`src/rtl/uart_pkg.sv`:
```
// uart_pkg: definitions shared by the UART receiver and transmitter.
//   UART_DATA_BITS : data bits per frame, sent LSB first
//   uart_state_e   : receiver FSM state encodings
package uart_pkg;

  localparam int UART_DATA_BITS = 8;

  typedef enum logic [2:0] {
    ST_IDLE  = 3'b000,
    ST_START = 3'b001,
    ST_DATA  = 3'b010,
    ST_STOP  = 3'b011,
    ST_BREAK = 3'b100
  } uart_state_e;

endpackage

```
`src/rtl/uart_rx_tick_gen.sv`:
```
// uart_rx_tick_gen: free-running oversample strobe generator.
// The counter runs 0..DIV-1, where DIV = CLOCK_FREQ/(BAUD_RATE*OVERSAMPLE)
// and the division truncates. sample_tick is high for the one clk where the
// counter sits at DIV-1.
//   clk         : system clock
//   rst         : asynchronous active-high reset
//   sample_tick : one-clk strobe at OVERSAMPLE x baud
module uart_rx_tick_gen #(
  parameter int CLOCK_FREQ = 50_000_000,
  parameter int BAUD_RATE  = 9600,
  parameter int OVERSAMPLE = 16
) (
  input  logic clk,
  input  logic rst,
  output logic sample_tick
);

  localparam int DIV = CLOCK_FREQ / (BAUD_RATE * OVERSAMPLE);
  localparam int CW  = (DIV > 1) ? $clog2(DIV) : 1;
  localparam logic [CW-1:0] CNT_LAST = CW'(DIV - 1);

  logic [CW-1:0] r_cnt;

  // Divider counter, wraps after the last count.
  always_ff @(posedge clk or posedge rst) begin
    if (rst) begin
      r_cnt <= '0;
    end else if (r_cnt == CNT_LAST) begin
      r_cnt <= '0;
    end else begin
      r_cnt <= r_cnt + CW'(1);
    end
  end

  assign sample_tick = (r_cnt == CNT_LAST);

endmodule

```
`src/rtl/uart_receiver.sv`:
```
// uart_receiver: 8N1 UART receiver with 16x oversampling and valid/ready output.
//   clk           : system clock
//   rst           : asynchronous active-high reset
//   rx_pin        : asynchronous serial input, idle high
//   rx_data       : received byte, held while rx_valid is high
//   rx_valid      : byte available
//   rx_ready      : consumer accepts the byte
//   frame_error   : one-clk pulse when the stop bit samples low
//   overrun_error : one-clk pulse when a byte completes while one is still pending
module uart_receiver
  import uart_pkg::*;
#(
  parameter int CLOCK_FREQ = 50_000_000,
  parameter int BAUD_RATE  = 9600,
  parameter int OVERSAMPLE = 16
) (
  input  logic                      clk,
  input  logic                      rst,
  input  logic                      rx_pin,
  output logic [UART_DATA_BITS-1:0] rx_data,
  output logic                      rx_valid,
  input  logic                      rx_ready,
  output logic                      frame_error,
  output logic                      overrun_error
);

  localparam int TW  = $clog2(OVERSAMPLE);
  localparam int BCW = $clog2(UART_DATA_BITS);
  localparam logic [TW-1:0]  TICK_HALF = TW'(OVERSAMPLE / 2 - 1);
  localparam logic [TW-1:0]  TICK_LAST = TW'(OVERSAMPLE - 1);
  localparam logic [BCW-1:0] BIT_LAST  = BCW'(UART_DATA_BITS - 1);

  logic                      r_sync1, r_rx_sync;
  logic                      w_sample_tick;
  uart_state_e               r_state, w_state_nxt;
  logic [TW-1:0]             r_tick_cnt, w_tick_nxt;
  logic [BCW-1:0]            r_bit_cnt, w_bit_nxt;
  logic [UART_DATA_BITS-1:0] r_shift, w_shift_nxt;
  logic                      w_deliver, w_frame_err;

  uart_rx_tick_gen #(
    .CLOCK_FREQ (CLOCK_FREQ),
    .BAUD_RATE  (BAUD_RATE),
    .OVERSAMPLE (OVERSAMPLE)
  ) u_tick_gen (
    .clk         (clk),
    .rst         (rst),
    .sample_tick (w_sample_tick)
  );

  // Two-flop synchronizer for the asynchronous line; resets to idle-high.
  always_ff @(posedge clk or posedge rst) begin
    if (rst) begin
      r_sync1   <= 1'b1;
      r_rx_sync <= 1'b1;
    end else begin
      r_sync1   <= rx_pin;
      r_rx_sync <= r_sync1;
    end
  end

  // FSM state, counters and shift register.
  always_ff @(posedge clk or posedge rst) begin
    if (rst) begin
      r_state    <= ST_IDLE;
      r_tick_cnt <= '0;
      r_bit_cnt  <= '0;
      r_shift    <= '0;
    end else begin
      r_state    <= w_state_nxt;
      r_tick_cnt <= w_tick_nxt;
      r_bit_cnt  <= w_bit_nxt;
      r_shift    <= w_shift_nxt;
    end
  end

  // Next-state logic; everything advances only on sample_tick.
  always_comb begin
    w_state_nxt = r_state;
    w_tick_nxt  = r_tick_cnt;
    w_bit_nxt   = r_bit_cnt;
    w_shift_nxt = r_shift;
    w_deliver   = 1'b0;
    w_frame_err = 1'b0;
    if (w_sample_tick) begin
      case (r_state)
        ST_IDLE: begin
          if (!r_rx_sync) begin
            w_state_nxt = ST_START;
            w_tick_nxt  = '0;
          end else begin
            w_state_nxt = ST_IDLE;
          end
        end
        ST_START: begin
          // Half a bit in: a line that has gone high again was a glitch.
          if (r_tick_cnt == TICK_HALF) begin
            w_tick_nxt = '0;
            w_bit_nxt  = '0;
            if (!r_rx_sync) begin
              w_state_nxt = ST_DATA;
            end else begin
              w_state_nxt = ST_IDLE;
            end
          end else begin
            w_tick_nxt = r_tick_cnt + TW'(1);
          end
        end
        ST_DATA: begin
          // Counting a full bit from mid-start lands on each data bit's centre.
          if (r_tick_cnt == TICK_LAST) begin
            w_tick_nxt  = '0;
            w_shift_nxt = {r_rx_sync, r_shift[UART_DATA_BITS-1:1]};
            w_bit_nxt   = r_bit_cnt + BCW'(1);
            if (r_bit_cnt == BIT_LAST) begin
              w_state_nxt = ST_STOP;
            end else begin
              w_state_nxt = ST_DATA;
            end
          end else begin
            w_tick_nxt = r_tick_cnt + TW'(1);
          end
        end
        ST_STOP: begin
          if (r_tick_cnt == TICK_LAST) begin
            w_tick_nxt = '0;
            if (r_rx_sync) begin
              w_deliver   = 1'b1;
              w_state_nxt = ST_IDLE;
            end else begin
              w_frame_err = 1'b1;
              w_state_nxt = ST_BREAK;
            end
          end else begin
            w_tick_nxt = r_tick_cnt + TW'(1);
          end
        end
        ST_BREAK: begin
          // Wait out a held-low line so it cannot be taken as new start bits.
          if (r_rx_sync) begin
            w_state_nxt = ST_IDLE;
          end else begin
            w_state_nxt = ST_BREAK;
          end
        end
        default: begin
          w_state_nxt = ST_IDLE;
          w_tick_nxt  = '0;
          w_bit_nxt   = '0;
        end
      endcase
    end else begin
      w_state_nxt = r_state;
    end
  end

  // Output register: byte delivery, handshake and error pulses.
  always_ff @(posedge clk or posedge rst) begin
    if (rst) begin
      rx_data       <= '0;
      rx_valid      <= 1'b0;
      frame_error   <= 1'b0;
      overrun_error <= 1'b0;
    end else begin
      frame_error   <= w_frame_err;
      overrun_error <= w_deliver & rx_valid & ~rx_ready;
      // A byte arriving in the same cycle as a transfer replaces the old one.
      if (w_deliver && (!rx_valid || rx_ready)) begin
        rx_data  <= r_shift;
        rx_valid <= 1'b1;
      end else if (rx_valid && rx_ready) begin
        rx_valid <= 1'b0;
      end else begin
        rx_valid <= rx_valid;
      end
    end
  end

endmodule

```
`config.mk`:
```
export PLATFORM = sky130hd
export DESIGN_NAME = uart_receiver
export DESIGN_NICKNAME = d
export VERILOG_FILES = /design/src/rtl/uart_pkg.sv /design/src/rtl/uart_rx_tick_gen.sv /design/src/rtl/uart_receiver.sv
export SDC_FILE = /design/constraint.sdc
export NUM_CORES = 1
export LEC_CHECK = 0
export ABC_AREA = 1
export BUFFER_PORTS_ARGS = -buffer_cell sky130_fd_sc_hd__buf_2
export CORE_MARGIN = 3
export CORE_UTILIZATION = 55
export CTS_CLUSTER_SIZE = 10
export DETAILED_ROUTE_END_ITERATION = 6
export PLACE_DENSITY = 0.74
export SYNTH_ARGS = -nofsm -noshare
export SYNTH_HDL_FRONTEND = slang
export SYNTH_HIERARCHICAL = 1
export SYNTH_SLANG_ARGS = --single-unit
export TNS_END_PERCENT = 1
```
`constraint.sdc`:
```
create_clock -name clk -period 2.89 [get_ports clk]
set_input_delay 0.1445 -clock clk [delete_from_list [all_inputs] [get_ports clk]]
set_output_delay 0.1445 -clock clk [all_outputs]
set_load 0.005 [all_outputs]
```
==> run summary, run 1 <==
Status = completed
DP HPWL = 2291 µm
DR vias/cell = 4.684
Final nets = 271
Dominant cells by area after synthesis = dfrtp_1, nand2_1, inv_1
Die Area = 4262 µm²
Initial Util = 60.35%
Largest fanout on the critical path = 10
Final wirelength = 3086 µm
Cell taking the most area after synthesis = dfrtp_1
Total GRT Usage = 17.48%
Hold Vio Cnt, Final = 0
Min-delay src = rx_ready
Fin crit share = 63.05%
Worst EP required = 3.19 ns
Die height = 65.29 µm
H-tree Lvls = 2
Worst min path class = primary input to flip-flop
Mapped cell area = 1933 µm²
Vias in the first global route = 1,362
RR Startpoint = u_tick_gen/r_cnt[0]$_DFF_PP0_
Post-CTS Setup Repair Bufs = 0
Antenna violations before repair = 0
Final max-slew violation count = 0
Crit start category = flip-flop
Max_cap viols = 0
GPL Wtd Cong = 0.9350
YS warnings = 6
Max_slew headroom = 68.79%
Cell Area, Placed = 2066 µm²
Drt wl/cell = 10.05 µm
Mapped Cells = 238
Crit path arrival time = 2.12 ns
F_max = 548.8 MHz
Root buf cell = clkbuf_4
ANT nets after route = 0
Final Instance Area = 2155 µm²
Die Wd = 65.29 µm
# diodes = 0
TritonCTS clock tree = yes
Synth-to-layout area growth = 11.46%
Ys flop type = dfrtp_1
Avg Inst Size Synth = 8.122 µm²
Critical path type = flip-flop to flip-flop
# setup viols final = 0
CTS sink cnt = 40
Peak supply drop = 309.8 µV
CTS buffer count = 5
Sequential-to-total area share from yosys stat = 51.91%
Share of the synthesized area in the top cell type = 49.19%
Sequential cell area = 1003 µm²
Initial DRT Pass Iterations = 4
Filler Cell Count = 285
Hold buffers post-CTS = 2
Max Root-Sink Buffers = 2
Worst Setup End Kind = flip-flop
Global route overflow = 0
Asr flop ratio synth = 100.0%
Syn nets = 247
Synth cell count leaders = nand2_1, dfrtp_1, inv_1, nor2_1, nand3_1
Area of the multi-input gates = 812.0 µm²
Worst-Margin Slew = 0.4676 ns
Most common cell in the netlist = nand2_1
Largest net degree at the start of global routing = 20
Final setup TNS = 0 ns
Resize count post-CTS = 0
First-pass GRT wire length = 5837 µm
Skew-Pair Late Insertion Delay = 0.35 ns
End of the worst hold path = overrun_error$_DFF_PP0_
Leak = 1.217 nW
Minimum clock period = 1.822 ns
DRT iter0 DRCs = 89
Reg2reg setup slack = 1.07 ns
I/O Pins = 15
Total power = 0.0008935 W
Reg2Reg Depth = 12
Via Count = 1,438
Netlist cell types = 24
Num rows = 20
Hold depth = 4
Post-route DRC = 0
Post-Route Utilization = 67.27%
RSZ-0062 raised after global routing = false
Yosys reg bits = 40
Cell Pwr Density = 414.7 nW/µm²
Port Buf Inserts = 14
Number of synthesized flops with an enable pin = 0
Core Area = 3203 µm²
Layout cell share with drive strength beyond 1 = 14.83%
RR Endpoint = rx_data[4]$_DFFE_PP0P_
Clock Skew = 0.005940 ns
CTS clock-pin slew for the worst setup and hold paths = 0.11 ns
==> layout by cell type, fill, tap and decap left out, types with 2 or more instances in the layout <==
cell | Yosys | routed
buf_2 | 0 | 14
o21ai_1 | 3 | 3
nand2_2 | 2 | 2
nand3b_1 | 2 | 2
clkbuf_4 | 0 | 5
nand3_4 | 2 | 2
inv_2 | 4 | 4
dlygate4sd3_1 | 0 | 2
xor2_1 | 3 | 3
nor2_1 | 23 | 23
dfstp_2 | 2 | 2
nand3_1 | 14 | 14
nand2_1 | 96 | 96
dfrtp_1 | 38 | 38
inv_1 | 25 | 25
nand4_1 | 2 | 2
o21ai_0 | 3 | 3
nor2_2 | 3 | 3
clkbuf_8 | 0 | 2
ha_1 | 5 | 5
a21oi_1 | 4 | 4
==> layer usage <==
metal / track usage (%) / vias to the layer above / share of wire, %
li1: - / 779 / -
met1: 23.73 / 640 / 50
met2: 26.93 / 14 / 44
met3: 5.641 / 5 / 4.3
met4: 4.922 / 0 / 1.1
met5: 0 / - / 0
==> final cells by class <==
| class | instances | area share [%] |
|---|---|---|
| clock buffers | 8 | 3.194 |
| flip-flops and latches | 40 | 46.57 |
| well taps | 44 | 2.555 |
| inverters | 30 | 5.459 |
| repair buffers | 17 | 4.530 |
| multi-input cells | 168 | 37.69 |
==> critical path, stage by stage (launching register included) <==
cell and delay [ns]:
dfrtp_1 0.41, inv_1 0.10, ha_1 0.15, nand2_1 0.05, nor2_1 0.12, nand2_2 0.09
inv_2 0.09, inv_1 0.15, nor2_8 0.22, nand3_4 0.17, clkinv_4 0.11, nand2_1 0.05
nand2_1 0.05
==> stage by stage <==
stage                     hold WS, ns  instances  setup WS [ns]
final                          0.1099        307          1.068
after global routing           0.1093        307         0.8767
after CTS                      0.1106        307          1.046
after detailed placement       0.1400        297          1.069
after global placement         0.1379        297          1.098
after floorplan              -0.02758        238          1.254
==> worst max-delay path by stage <==
stage,cells after the start,startpoint,to,slack [ns]
final,12,u_tick_gen/r_cnt[0]$_DFF_PP0_,rx_data[4]$_DFFE_PP0P_,1.07
after floorplan,10,u_tick_gen/r_cnt[0]$_DFF_PP0_,r_tick_cnt[0]$_DFFE_PP0P_,1.25
after global placement,12,u_tick_gen/r_cnt[0]$_DFF_PP0_,rx_data[5]$_DFFE_PP0P_,1.10
after global routing,10,u_tick_gen/r_cnt[0]$_DFF_PP0_,r_tick_cnt[0]$_DFFE_PP0P_,0.88
after CTS,12,u_tick_gen/r_cnt[0]$_DFF_PP0_,rx_data[4]$_DFFE_PP0P_,1.05
after detailed placement,12,u_tick_gen/r_cnt[0]$_DFF_PP0_,rx_data[4]$_DFFE_PP0P_,1.07
==> power breakdown <==
group	internal (W)	switching (W)
Sequential	0.000562	0.000000806
Combinational	0.00000476	0.0000131
Clock	0.000143	0.000170
==> state kept, by name, summed over array words and instances (netlist names) <==
register          count
rx_valid              1
r_rx_sync             1
r_bit_cnt             3
r_sync1               1
r_shift               8
overrun_error         1
u_tick_gen/r_cnt      9
rx_data               8
r_tick_cnt            4
frame_error           1
r_state               3
==> cells by family after synthesis <==
logic type	count (synthesis)	synth area share [%]
buf+inv	30	6.084
fa+ha+maj	5	3.236
xor+xnor	4	1.813
compound gates	12	3.430
flops	40	51.91
simple gates	147	33.53
(Power assumes the default switching activity.)
==> run 2: changes to the inputs <==
--- a/config.mk
+++ b/config.mk
@@ -5,7 +5,7 @@
 export SDC_FILE = /design/constraint.sdc
 export NUM_CORES = 1
 export LEC_CHECK = 0
-export ABC_AREA = 1
+export ABC_AREA = 0
 export BUFFER_PORTS_ARGS = -buffer_cell sky130_fd_sc_hd__buf_2
 export CORE_MARGIN = 3
 export CORE_UTILIZATION = 55
==> constraint.sdc (replaced) <==
create_clock -name clk -period 1.8 [get_ports clk]
set_input_delay 0.09 -clock clk [delete_from_list [all_inputs] [get_ports clk]]
set_output_delay 0.09 -clock clk [all_outputs]
set_load 0.005 [all_outputs]
==> run summary, run 2 <==
Peak supply drop = 390.3 µV (+26%)
Num rows = 20 (unchanged)
Global route overflow = 0 (unchanged)
# setup viols final = 16 (+16)
End of the worst hold path = overrun_error$_DFF_PP0_
First-pass GRT wire length = 5561 µm (-4.7%)
P_sw = 0.0003129 W (+70%)
TritonCTS clock tree = yes
Core Area = 3128 µm² (-2.3%)
Max_cap viols = 0 (unchanged)
Hold depth = 3 (-1)
Sequential-to-total area share from yosys stat = 54.37% (+2.5 points)
Netlist cell types = 38 (+58%)
Dominant cells by area after synthesis = dfrtp_1, mux2_2, ha_1
Reg2reg setup slack = -0.03 ns (-1.10 ns)
Antenna violations before repair = 0 (unchanged)
Worst Hold Slack = 0.04361 ns (-0.06625 ns)
F_max = 546.8 MHz (-0.36%)
DP HPWL = 2205 µm (-3.8%)
Reg2Reg Depth = 8 (-4)
Yosys reg bits = 40 (unchanged)
CP cell instances = inv_1 -> ha_1 -> nand4bb_1 -> nor2_4 -> nand2b_4 -> nor4b_4 -> buf_6 -> mux2_2
Vias in the first global route = 1,279 (-6.1%)
Crit path arrival time = 2.07 ns (-0.05 ns)
Most common cell after layout, fill and taps aside = dfrtp_1
Largest fanout on the critical path = 8 (-2)
RR Startpoint = u_tick_gen/r_cnt[0]$_DFF_PP0_
Ys flop type = dfrtp_1
RR Endpoint = rx_data[6]$_DFFE_PP0P_
Largest net degree at the start of global routing = 32 (+60%)
Final setup TNS = -0.2426 ns (-0.2426 ns)
Cell Int Power = 0.001063 W (+50%)
Min-delay src = rx_ready
Worst-Margin Slew = 0.3790 ns (-0.08866 ns)
Sw frac = 22.75% (+2.2 points)
Failing checks = negative setup slack
ANT nets after route = 0 (unchanged)
H-tree Lvls = 2 (unchanged)
Worst EP required = 2.04 ns (-1.15 ns)
Cell Pwr Density = 635.1 nW/µm² (+53%)
Cell taking the most area after synthesis = dfrtp_1
CTS buffer count = 5 (unchanged)
Post-route DRC = 0 (unchanged)
Slowest stage delay, CP = 0.39 ns (-0.02 ns)
Dpl ws = -0.04870 ns (-1.118 ns)
Total GRT Usage = 17.67% (+0.19 points)
Root buf cell = clkbuf_4
Worst Setup End Kind = flip-flop
Biggest regs = u_tick_gen/r_cnt: 9 flops, r_shift: 8 flops, rx_data: 8 flops
Flop pwr share = 65.7% (+2.7 points)
Critical path type = flip-flop to flip-flop
CTS sink cnt = 40 (unchanged)
Largest Register = u_tick_gen/r_cnt
Synth-to-layout area growth = 17.36%
DRT iter0 DRCs = 46 (-48%)
Initial Util = 59.00% (-1.4 points)
Setup ws final = -0.02879 ns (-1.097 ns)
Total power = 0.001376 W (+54%)
RSZ-0062 raised after global routing = true
Final wirelength = 3109 µm (+0.75%)
YS warnings = 6 (unchanged)
Hold Vio Cnt, Final = 0 (unchanged)
Post-Route Utilization = 69.24% (+2.0 points)
Largest register FFs = 9 (unchanged)
Die height = 63.93 µm (-2.1%)
Syn nets = 161 (-35%)
Clock power frac = 32.1% (-2.9 points)
Skew-Pair Late Insertion Delay = 0.35 ns (about the same)
DR vias/cell = 5.315 (+13%)
Commonest cells after routing, fill and taps aside = dfrtp_1, mux2_2, buf_4, buf_2, nor2_1
Via Count = 1,233 (-14%)
Worst min path class = primary input to flip-flop
Share of the synthesized area in the top cell type = 51.53% (+2.3 points)
Final nets = 196 (-28%)
I/O Pins = 15 (unchanged)
Initial DRT Pass Iterations = 4 (unchanged)
GPL Wtd Cong = 0.7914 (-15%)
Mapped Cells = 152 (-36%)
# diodes = 0 (unchanged)
Clock Skew = 0.006489 ns (+0.0005492 ns)
Most common cell in the netlist = dfrtp_1
Status = finished with violations
Filler Cell Count = 234 (-18%)
Max Root-Sink Buffers = 2 (unchanged)
Final max-slew violation count = 0 (unchanged)
CTS clock-pin slew for the worst setup and hold paths = 0.12 ns (about the same)
Comb pwr share = 2.2% (+0.2 points)
Die Wd = 63.93 µm (-2.1%)
Synth cell count leaders = dfrtp_1, mux2_2, nor2_1, nand2_1, inv_1
Die Area = 4086 µm² (-4.1%)
Mapped cell area = 1846 µm² (-4.5%)
Asr flop ratio synth = 100.0% (unchanged)
Drt wl/cell = 13.40 µm (+33%)
Leak = 1.073 nW (-12%)
Worst path slowest cell = dfrtp_1
Layout cell share with drive strength beyond 1 = 36.70% (+22 points)
Port Buf Inserts = 14 (unchanged)
Fin crit share = 101.6% (+39 points)
Minimum clock period = 1.829 ns (+0.006520 ns)
Crit start category = flip-flop
Max_slew headroom = 74.73% (+5.9 points)
Avg Inst Size Synth = 12.14 µm² (+49%)
Number of synthesized flops with an enable pin = 0 (unchanged)
run 2: cell count changes after synthesis, sizes merged, moves of 4 or more:
cell   change
nor2      -17
nand3     -11
mux2      +18
buf        +5
nand2     -89
inv       -22
a22o       +4
run 2: metrics by stage:
stage	std cells	instance area, µm²
final	232	2166
after global routing	232	2166
after CTS	231	2156
after detailed placement	221	2078
after global placement	221	2078
after floorplan	152	1856
run 2: how the worst max path moves through the flow:
stage                                        startpoint                     end  slack, ns  cells after the start
after floorplan           u_tick_gen/r_cnt[0]$_DFF_PP0_  rx_data[0]$_DFFE_PP0P_      -0.11                      7
after CTS                 u_tick_gen/r_cnt[0]$_DFF_PP0_  rx_data[6]$_DFFE_PP0P_      -0.04                      8
after global placement    u_tick_gen/r_cnt[0]$_DFF_PP0_  rx_data[0]$_DFFE_PP0P_       0.04                      8
after detailed placement  u_tick_gen/r_cnt[0]$_DFF_PP0_  rx_data[1]$_DFFE_PP0P_      -0.05                      8
final                     u_tick_gen/r_cnt[0]$_DFF_PP0_  rx_data[6]$_DFFE_PP0P_      -0.03                      8
after global routing      u_tick_gen/r_cnt[0]$_DFF_PP0_  r_shift[7]$_DFFE_PP0P_      -0.15                      8
run 2: cells by family (layout without fill, tap and decap cells):
kind of cell / Yosys count / count (layout) / share of synthesized area, %
xor+xnor: 6 / 6 / 2.847
simple gates: 48 / 48 / 16.34
fa+ha+maj: 5 / 5 / 3.390
mux: 20 / 20 / 12.07
flops: 40 / 40 / 54.37
compound gates: 19 / 19 / 7.661
buf+inv: 14 / 50 / 3.323
run 2: power groups by stage:
stage | Combinational, W | Sequential [W] | Clock, W
final | 0.0000303 | 0.000903 | 0.000442
after global routing | 0.0000353 | 0.000904 | 0.000496
after CTS | 0.0000325 | 0.000903 | 0.000464
after detailed placement | 0.0000284 | 0.000920 | 0
after global placement | 0.0000275 | 0.000920 | 0
after floorplan | 0.0000153 | 0.000921 | 0
run 2: final cells by class:
cell class | count | area [µm²] | share of cell area (%)
flip-flops and latches | 40 | 1003 | 46.33
inverters | 7 | 26.28 | 1.213
well taps | 44 | 55.05 | 2.542
clock inverters | 2 | 12.51 | 0.5777
clock buffers | 6 | 41.29 | 1.906
repair buffers | 35 | 236.5 | 10.92
multi-input cells | 98 | 790.8 | 36.51
run 2: repair_timing:
action | 4_1_cts | 5_1_grt
endpoints found under the hold margin | 39 | 0
cloned | 0 | 0
pin swaps | 0 | 0
setup buffers | 0 | 1
resized for setup | 1 | 2
setup endpoints to repair | 16 | 23
hold buffers | 2 | 0
run 2: critical path, delay by kind of cell (launching register included):
kind / cells / cell delay (ns)
muxes: 1 / 0.33
buffers and inverters: 2 / 0.23
adders and majority gates: 1 / 0.15
and+or+nand+nor: 4 / 0.62
DFF: 1 / 0.39
run 2: layer usage:
metal,routed length (µm),track usage (%)
met1,1491,21.00
met2,1477,29.29
met3,96,4.745
met4,43,8.895
met5,0,0
==> run 3: changes to the inputs <==
--- a/config.mk
+++ b/config.mk
@@ -8,10 +8,9 @@
 export ABC_AREA = 0
 export BUFFER_PORTS_ARGS = -buffer_cell sky130_fd_sc_hd__buf_2
 export CORE_MARGIN = 3
-export CORE_UTILIZATION = 55
+export CORE_UTILIZATION = 42
 export CTS_CLUSTER_SIZE = 10
 export DETAILED_ROUTE_END_ITERATION = 6
-export PLACE_DENSITY = 0.74
 export SYNTH_ARGS = -nofsm -noshare
 export SYNTH_HDL_FRONTEND = slang
 export SYNTH_HIERARCHICAL = 1
==> run summary, run 3 (synthesized netlist as in run 2, its figures left out) <==
Total GRT Usage = 13.91% (-3.8 points)
Die Area = 5225 µm² (+28%)
Peak supply drop = 439.5 µV (+13%)
Port Buf Inserts = 14 (unchanged)
Commonest cells after routing, fill and taps aside = dfrtp_1, mux2_2, buf_4, buf_2, nor2_1
# diodes = 0 (unchanged)
Most common cell after layout, fill and taps aside = dfrtp_1
Skew-Pair Late Insertion Delay = 0.29 ns (-0.06 ns)
Root buf cell = clkbuf_8
Leak = 1.109 nW (+3.3%)
Finished Layout Cells = 238 (+2.6%)
Filler Cell Count = 371 (+59%)
Worst min path class = primary input to flip-flop
Final setup TNS = -0.1931 ns (+0.04946 ns)
Sequential cell area = 1003 µm² (unchanged)
TritonCTS clock tree = yes
Initial DRT Pass Iterations = 4 (unchanged)
First-pass GRT wire length = 5671 µm (+2.0%)
Status = finished with violations
Worst-Margin Slew = 0.3876 ns (+0.008590 ns)
Largest Register = u_tick_gen/r_cnt
Critical path type = flip-flop to flip-flop
Dpl ws = -0.05611 ns (-0.007403 ns)
Fin crit share = 101.5% (-0.12 points)
Hold Vio Cnt, Final = 0 (unchanged)
Worst Setup End Kind = flip-flop
CTS clock-pin slew for the worst setup and hold paths = 0.08 ns (-0.04 ns)
Initial Util = 44.85% (-14 points)
DRT iter0 DRCs = 38 (-17%)
RSZ-0062 raised after global routing = true
Cell Pwr Density = 755.1 nW/µm² (+19%)
DP HPWL = 2278 µm (+3.3%)
Vias in the first global route = 1,225 (-4.2%)
Post-route DRC = 0 (unchanged)
Final max-slew violation count = 0 (unchanged)
GPL Wtd Cong = 0.8027 (+1.4%)
Failing checks = negative setup slack
Area of the multi-input gates = 805.8 µm² (+1.9%)
Layout cell share with drive strength beyond 1 = 37.77% (+1.1 points)
Synth-to-layout area growth = 22.44%
Global route overflow = 0 (unchanged)
Die Wd = 72.29 µm (+13%)
Drt wl/cell = 14.06 µm (+4.9%)
Die height = 72.29 µm (+13%)
Worst EP required = 1.98 ns (-0.06 ns)
Minimum clock period = 1.827 ns (-0.002131 ns)
Num rows = 23 (+15%)
Final wirelength = 3347 µm (+7.7%)
F_max = 547.4 MHz (+0.12%)
Via Count = 1,226 (-0.57%)
Core Area = 4115 µm² (+32%)
# setup viols final = 8 (-8)
CTS sink cnt = 40 (unchanged)
ANT nets after route = 0 (unchanged)
Biggest regs = u_tick_gen/r_cnt: 9 flops, r_shift: 8 flops, rx_data: 8 flops
Dpl cells = 226 (+2.3%)
Total power = 0.001706 W (+24%)
Max_cap viols = 0 (unchanged)
CTS buffer count = 5 (unchanged)
Setup ws final = -0.02666 ns (+0.002131 ns)
I/O Pins = 15 (unchanged)
Largest register FFs = 9 (unchanged)
H-tree Lvls = 2 (unchanged)
Max_slew headroom = 74.16% (-0.57 points)
Post-Route Utilization = 54.91% (-14 points)
Max Root-Sink Buffers = 2 (unchanged)
Final nets = 196 (unchanged)
Crit start category = flip-flop
Largest fanout on the critical path = 8 (unchanged)
DR vias/cell = 5.151 (-3.1%)
Clock Skew = 0.008682 ns (+0.002193 ns)
Largest net degree at the start of global routing = 32 (unchanged)
Crit path arrival time = 2.01 ns (-0.06 ns)
Antenna violations before repair = 0 (unchanged)
run 3: worst paths after layout:
check / from / endpoint / slack (ns) / depth (start not counted)
worst max register to register: u_tick_gen/r_cnt[0]$_DFF_PP0_ / rx_data[1]$_DFFE_PP0P_ / -0.03 / 8
worst min register to register: r_sync1$_DFF_PP1_ / r_rx_sync$_DFF_PP1_ / 0.36 / 0
worst min-delay path: rx_ready / rx_valid$_DFFE_PP0P_ / 0.09 / 3
worst max-delay path: u_tick_gen/r_cnt[0]$_DFF_PP0_ / rx_data[1]$_DFFE_PP0P_ / -0.03 / 8
max in group asynchronous: rst / r_rx_sync$_DFF_PP1_ / 1.06 / 4
min in group asynchronous: rst / u_tick_gen/r_cnt[3]$_DFF_PP0_ / 0.30 / 3
run 3: power breakdown:
group | leakage, nW | switching [W] | internal (W)
clock network | 0.0614 | 0.000319 | 0.000453
logic | 0.509 | 0.0000212 | 0.00000958
registers | 0.538 | 0.00000102 | 0.000902
run 3: critical path, stage by stage, from the launching register on:
cell and delay, ns:
dfrtp_1 0.38, inv_1 0.06, ha_1 0.15, nand4bb_1 0.16
nor2_4 0.15, nand2b_4 0.09, nor4b_4 0.22, buf_6 0.17
mux2_2 0.33
run 3: layout make-up:
cell class              count  area share, %
clock buffers               6          3.654
clock inverters             2          1.716
inverters                   7          1.163
multi-input cells          98          35.66
flip-flops and latches     40          44.41
well taps                  50          2.769
repair buffers             35          10.63
run 3: metal layers:
| layer | GRT usage [%] | wire length [µm] |
|---|---|---|
| met5 | 0 | 0 |
| met4 | 5.010 | 41 |
| met3 | 3.878 | 122 |
| met2 | 20.12 | 1474 |
| met1 | 19.93 | 1708 |
run 3: what timing repair did:
| item | in CTS | in global routing |
|---|---|---|
| endpoints found under the setup margin | 16 | 25 |
| hold buffers | 2 | 0 |
| cloned | 0 | 1 |
| resized for setup | 1 | 7 |
| buffers inserted | 1 | 0 |
| pin swaps | 0 | 1 |
| endpoints found under the hold margin | 39 | 0 |
run 3: metrics by stage:
| stage | area, µm² | hold slack, ns |
|---|---|---|
| 3_3_place_gp | 2078 | 0.06934 |
| 2_1_floorplan | 1856 | -0.08208 |
| 5_1_grt | 2260 | 0.1166 |
| 6_report | 2260 | 0.09463 |
| 3_5_place_dp | 2078 | 0.07830 |
| 4_1_cts | 2231 | 0.09210 |
